<file path="src/rtl/apb_req_arbiter.sv">
// apb_req_arbiter: round-robin two-requester front end issuing one APB transfer per command with timeout abort.
module apb_req_arbiter #(
  parameter int ADDR_WIDTH = 8,
  parameter int WIDTH      = 8,
  parameter int TIMEOUT    = 16
) (
  input  logic                    clk,
  input  logic                    rst,
  input  logic [1:0]              req_valid,
  input  logic [1:0]              req_write,
  input  logic [2*ADDR_WIDTH-1:0] req_addr,
  input  logic [2*WIDTH-1:0]      req_wdata,
  input  logic [7:0]              req_strb,
  output logic [1:0]              req_ack,
  output logic                    rsp_valid,
  output logic                    rsp_id,
  output logic [WIDTH-1:0]        rsp_rdata,
  output logic                    rsp_err,
  output logic                    rsp_timeout,
  output logic                    busy,
  output logic [ADDR_WIDTH-1:0]   paddr,
  output logic                    pwrite,
  output logic                    psel,
  output logic                    penable,
  output logic [WIDTH-1:0]        pwdata,
  output logic [3:0]              pstrb,
  input  logic [WIDTH-1:0]        prdata,
  input  logic                    pready,
  input  logic                    pslverr
);
  localparam int CW = TIMEOUT > 1 ? $clog2(TIMEOUT) : 1;
  typedef enum logic [1:0] {IDLE, SETUP, ACCESS} state_t;
  state_t state_q, state_d;
  logic [CW-1:0] cnt_q, cnt_d;
  logic last_grant_q, last_grant_d;
  logic [ADDR_WIDTH-1:0] paddr_q, paddr_d;
  logic [WIDTH-1:0] pwdata_q, pwdata_d, rsp_rdata_q, rsp_rdata_d;
  logic [3:0] pstrb_q, pstrb_d;
  logic [1:0] req_ack_q, req_ack_d;
  logic pwrite_q, pwrite_d, psel_q, psel_d, penable_q, penable_d, busy_q, busy_d;
  logic rsp_valid_q, rsp_valid_d, rsp_id_q, rsp_id_d, rsp_err_q, rsp_err_d;
  logic rsp_timeout_q, rsp_timeout_d;
  logic g, gw, to_hit;
  always_comb begin
    state_d       = state_q;
    cnt_d         = cnt_q;
    last_grant_d  = last_grant_q;
    paddr_d       = paddr_q;
    pwrite_d      = pwrite_q;
    pwdata_d      = pwdata_q;
    pstrb_d       = pstrb_q;
    psel_d        = psel_q;
    penable_d     = penable_q;
    busy_d        = busy_q;
    req_ack_d     = '0;
    rsp_valid_d   = 1'b0;
    rsp_id_d      = rsp_id_q;
    rsp_rdata_d   = rsp_rdata_q;
    rsp_err_d     = rsp_err_q;
    rsp_timeout_d = rsp_timeout_q;
    g      = &req_valid ? ~last_grant_q : req_valid[1];
    gw     = req_write[g];
    to_hit = !pready && TIMEOUT != 0 && cnt_q == CW'(TIMEOUT - 1);
    case (state_q)
      IDLE: if (|req_valid) begin
        state_d      = SETUP;
        last_grant_d = g;
        paddr_d      = g ? req_addr[2*ADDR_WIDTH-1:ADDR_WIDTH] : req_addr[ADDR_WIDTH-1:0];
        pwrite_d     = gw;
        pwdata_d     = gw ? (g ? req_wdata[2*WIDTH-1:WIDTH] : req_wdata[WIDTH-1:0]) : '0;
        pstrb_d      = gw ? (g ? req_strb[7:4] : req_strb[3:0]) : '0;
        psel_d       = 1'b1;
        busy_d       = 1'b1;
        req_ack_d[g] = 1'b1;
      end
      SETUP: begin
        state_d   = ACCESS;
        penable_d = 1'b1;
        cnt_d     = '0;
      end
      ACCESS: if (pready || to_hit) begin
        state_d       = IDLE;
        psel_d        = 1'b0;
        penable_d     = 1'b0;
        busy_d        = 1'b0;
        rsp_valid_d   = 1'b1;
        rsp_id_d      = last_grant_q;
        rsp_err_d     = pready ? pslverr : 1'b1;
        rsp_timeout_d = to_hit;
        rsp_rdata_d   = (pready && !pwrite_q && !pslverr) ? prdata : '0;
      end else begin
        cnt_d = &cnt_q ? cnt_q : cnt_q + 1'b1;
      end
      default: state_d = IDLE;
    endcase
  end
  always_ff @(posedge clk or posedge rst) begin
    if (rst) begin
      state_q       <= IDLE;
      cnt_q         <= '0;
      last_grant_q  <= 1'b1;
      paddr_q       <= '0;
      pwrite_q      <= 1'b0;
      pwdata_q      <= '0;
      pstrb_q       <= '0;
      psel_q        <= 1'b0;
      penable_q     <= 1'b0;
      busy_q        <= 1'b0;
      req_ack_q     <= '0;
      rsp_valid_q   <= 1'b0;
      rsp_id_q      <= 1'b0;
      rsp_rdata_q   <= '0;
      rsp_err_q     <= 1'b0;
      rsp_timeout_q <= 1'b0;
    end else begin
      state_q       <= state_d;
      cnt_q         <= cnt_d;
      last_grant_q  <= last_grant_d;
      paddr_q       <= paddr_d;
      pwrite_q      <= pwrite_d;
      pwdata_q      <= pwdata_d;
      pstrb_q       <= pstrb_d;
      psel_q        <= psel_d;
      penable_q     <= penable_d;
      busy_q        <= busy_d;
      req_ack_q     <= req_ack_d;
      rsp_valid_q   <= rsp_valid_d;
      rsp_id_q      <= rsp_id_d;
      rsp_rdata_q   <= rsp_rdata_d;
      rsp_err_q     <= rsp_err_d;
      rsp_timeout_q <= rsp_timeout_d;
    end
  end
  assign req_ack     = req_ack_q;
  assign rsp_valid   = rsp_valid_q;
  assign rsp_id      = rsp_id_q;
  assign rsp_rdata   = rsp_rdata_q;
  assign rsp_err     = rsp_err_q;
  assign rsp_timeout = rsp_timeout_q;
  assign busy        = busy_q;
  assign paddr       = paddr_q;
  assign pwrite      = pwrite_q;
  assign psel        = psel_q;
  assign penable     = penable_q;
  assign pwdata      = pwdata_q;
  assign pstrb       = pstrb_q;
endmodule

</file>
<file path="config.mk">
export PLATFORM = sky130hd
export DESIGN_NAME = apb_req_arbiter
export DESIGN_NICKNAME = d
export VERILOG_FILES = /design/src/rtl/apb_req_arbiter.sv
export SDC_FILE = /design/constraint.sdc
export NUM_CORES = 1
export LEC_CHECK = 0
export CELL_PAD_IN_SITES_DETAIL_PLACEMENT = 0
export CELL_PAD_IN_SITES_GLOBAL_PLACEMENT = 2
export CORE_MARGIN = 5
export CORE_UTILIZATION = 23
export DETAILED_ROUTE_END_ITERATION = 16
export GPL_ROUTABILITY_DRIVEN = 0
export PLACE_DENSITY_LB_ADDON = 0.1
export SYNTH_ARGS = -nofsm -noshare
export SYNTH_HDL_FRONTEND = slang
export SYNTH_SLANG_ARGS = --single-unit
</file>
<file path="constraint.sdc">
create_clock -name clk -period 1.46 [get_ports clk]
set_input_delay 0.292 -clock clk [delete_from_list [all_inputs] [get_ports clk]]
set_output_delay 0.292 -clock clk [all_outputs]
set_load 0.01 [all_outputs]
</file>
==> results by group <==
Run status
  • Status: finished with violations
  • Failing checks: setup timing

Finish
  • Layout cells sized above 1: 24.1%
  • Area Growth Syn to Fin: 66.3%
  • Final nets: 351
  • Post-Layout Cell Count: 406
  • # diodes: 0

Clock tree
  • TritonCTS clock tree: yes
  • CTS Buf Count: 5
  • Clock buffer depth: 2
  • Hold-fix buffers, CTS: 0
  • Reg clk slew, reported paths: 80 ps
  • Clk_lat worst skew: 290 ps
  • CTS H-tree lvls: 2
  • CTS sink cnt: 44
  • Root buffer cell: clkbuf_8

Synth
  • Synthesized area: 2120 sq um
  • Synth area leaders: dfrtp_1 (51%), mux2i_1 (11%), mux2_2 (8.5%)
  • Area fraction of the dominant cell type after synthesis: 50.8%
  • Syn. warnings: 0
  • Syn Inst Count: 171
  • Synth unique cells: 34
  • Mapped Avg Cell Area: 12.4 sq um
  • Syn nets: 228
  • Register bit total from synthesis: 44
  • Synth area leader: dfrtp_1
  • Sequential element share of the synthesized area: 52.1%

Die
  • Io pins: 94
  • Core Rows: 35
  • Chip height: 106 um
  • Initial Utilization: 23.2%
  • Horiz. Die Dim: 106 um
  • Die area: 11200 sq um
  • Core ar.: 9110 sq um

Global routing
  • First-pass GRT wire length: 9540 um
  • Total GRT Usage: 10.8%
  • Largest net degree at the start of global routing: 45
  • Grt total ovfl: 0
  • Number of global-route vias before repair: 1828
  • Initial antenna violation count: 0

Setup path
  • Reg-to-Reg Start: last_grant_q
  • Crit path max fanout: 4
  • Worst EP required: 1650 ps
  • Endpoint type of the worst setup path: flop
  • CP arrival: 1670 ps
  • Worst R2R Path Depth: 4
  • FF-to-FF End: pwrite
  • Crit path kind: reg -> reg
  • Critical Path Source: last_grant_q
  • Startpoint types: flop
  • R2R Setup Slk: -20 ps

STA
  • Final setup fails: 4
  • Hold Vio Cnt, Final: 0
  • Slew HR: 82.8%
  • Worst slew pin tran: 258 ps
  • Final Critical Period: 1480 ps
  • Final WS setup: -20.0 ps
  • RSZ-0062 raised after global routing: true
  • Max Freq: 676 MHz
  • Fin crit share: 101%
  • Final Skew: 9.26 ps
  • Final Max Slew Viols: 0

Power and ir drop
  • PD cells: 1580 nW/um^2
  • VDD IR-drop max: 0.000595 V
  • Leakage Power: 0.00165 uW

Drt
  • Vias: 1689
  • DRC: 0
  • Starting DRT DRC Count: 11
  • First-pass detailed-route iteration total: 4
  • Routed Antenna Nets: 0
  • Routed WL per cell: 14.8 um
  • Avg Vias per Cell: 4.16
  • DRT Wirelength: 6000 um

Placed design
  • Dpl cells: 394
  • DP HPWL: 4480 um
  • Port buffer count: 93
  • Place WS: -422 ps

Job
  • Max-cap viol count: 0

Worst hold path
  • HP Class: in -> async
## worst max-delay path, cell delays in order (launching register included)
cell and delay (ps):
dfstp_2 390, a21boi_4 240, buf_4 170, mux2_2 320
mux2_2 250
## timing repair
| item | 4_1_cts | 5_1_grt |
|---|---|---|
| buffers inserted | 3 | 0 |
| setup endpoints to repair | 59 | 34 |
| pin swaps | 2 | 3 |
| cloned | 1 | 0 |
| gates resized for setup | 48 | 8 |
## state kept, by name, indices dropped and copies added (netlist names), 2 cells and up
name	cells
pwdata	8
pstrb	4
req_ack	2
rsp_rdata	8
state_q	2
paddr	8
cnt_q	4
## stage by stage
stage | area, sq um | TNS, ps | hold WS, ps | util (%) | power (uW)
5_1_grt | 3520 | -473 | 367 | 38.7 | 6010
2_1_floorplan | 2120 | 0 | 379 | - | 3360
4_1_cts | 3480 | -484 | 353 | 38.2 | 5650
3_3_place_gp | 3360 | -9540 | 471 | 36.9 | 5030
6_report | 3520 | -44.3 | 343 | 38.7 | 5570
3_5_place_dp | 3360 | -9980 | 478 | 36.9 | 5050
## placed cells by master (no fill, tap or decap), drive strengths merged, types with 4 or more instances in the layout
master and count:
buf 31, o2bb2ai 12, o21ai 4, clkdlybuf4s50 53
mux2 20, nand2 14, clkbuf 9, dfrtp 43
and2 13, inv 13, dlygate4sd2 40, mux2i 23
## metal layers
metal	part of all wire (%)	GRT usage [%]	up-vias
met3	7.4	4.25	4
met5	0	0	-
met4	1.1	3.05	0
met2	46	17.1	56
met1	46	13.8	795
li1	-	-	834
## how the worst max path moves through the flow
stage | endpoint | slack, ps | cells past startpoint
after floorplan | rsp_id | 10 | 5
after global placement | paddr[7] | -400 | 5
after detailed placement | paddr[0] | -420 | 5
after CTS | pwrite | -80 | 4
after global routing | paddr[5] | -70 | 4
final | pwrite | -20 | 4
## where the power goes
part           internal [uW]  switching, uW  leakage (uW)
clock                    432            409     0.0000515
sequential              1760            296      0.000555
combinational           1500           1170       0.00105
total                   3690           1880       0.00165
## kinds of logic (layout without fill, tap and decap cells)
| family | after synthesis | count (layout) | synth area share [%] |
|---|---|---|---|
| multiplexers | 43 | 43 | 22.2 |
| XOR/XNOR | 1 | 1 | 0.414 |
| AND/OR/NAND/NOR | 38 | 38 | 10.0 |
| AO/OA/AOI/OAI | 22 | 22 | 8.87 |
| buffers and inverters | 22 | 146 | 5.79 |
| adder cells (fa/ha/maj) | 1 | 1 | 0.591 |
| flip-flops | 44 | 44 | 52.1 |
## area by class of cell
class                      count  area (sq um)
fill                         929          5590
timing repair buffer         125          1190
sequential                    44          1100
multi-input combinational    105           943
tap                          111           139
clock buffer                   8           100
inverter                      13          48.8
## synthesized netlist by cell type
| cell | number |
|---|---|
| ha_1 | 1 |
| mux2_4 | 4 |
| and2b_4 | 1 |
| buf_2 | 2 |
| inv_1 | 13 |
| nand2_1 | 14 |
| clkbuf_1 | 1 |
| buf_6 | 2 |
| nor2_1 | 2 |
| and2_2 | 1 |
| nand4b_1 | 1 |
| nor3b_1 | 1 |
| nand3_1 | 1 |
| o221a_2 | 1 |
| mux2_2 | 16 |
| buf_4 | 3 |
| o2bb2ai_1 | 12 |
| a31oi_1 | 1 |
| xor2_1 | 1 |
| o21ai_2 | 1 |
| o22a_1 | 1 |
| nor2b_1 | 2 |
| o21ai_0 | 3 |
| a21oi_1 | 1 |
| nor3b_2 | 1 |
| mux2i_1 | 23 |
| and2_1 | 12 |
| buf_8 | 1 |
| dfstp_2 | 1 |
| a41oi_1 | 1 |
| a21boi_4 | 1 |
| nand2b_1 | 1 |
| and2b_1 | 1 |
| dfrtp_1 | 43 |
Power figures use the tool's default switching activity.
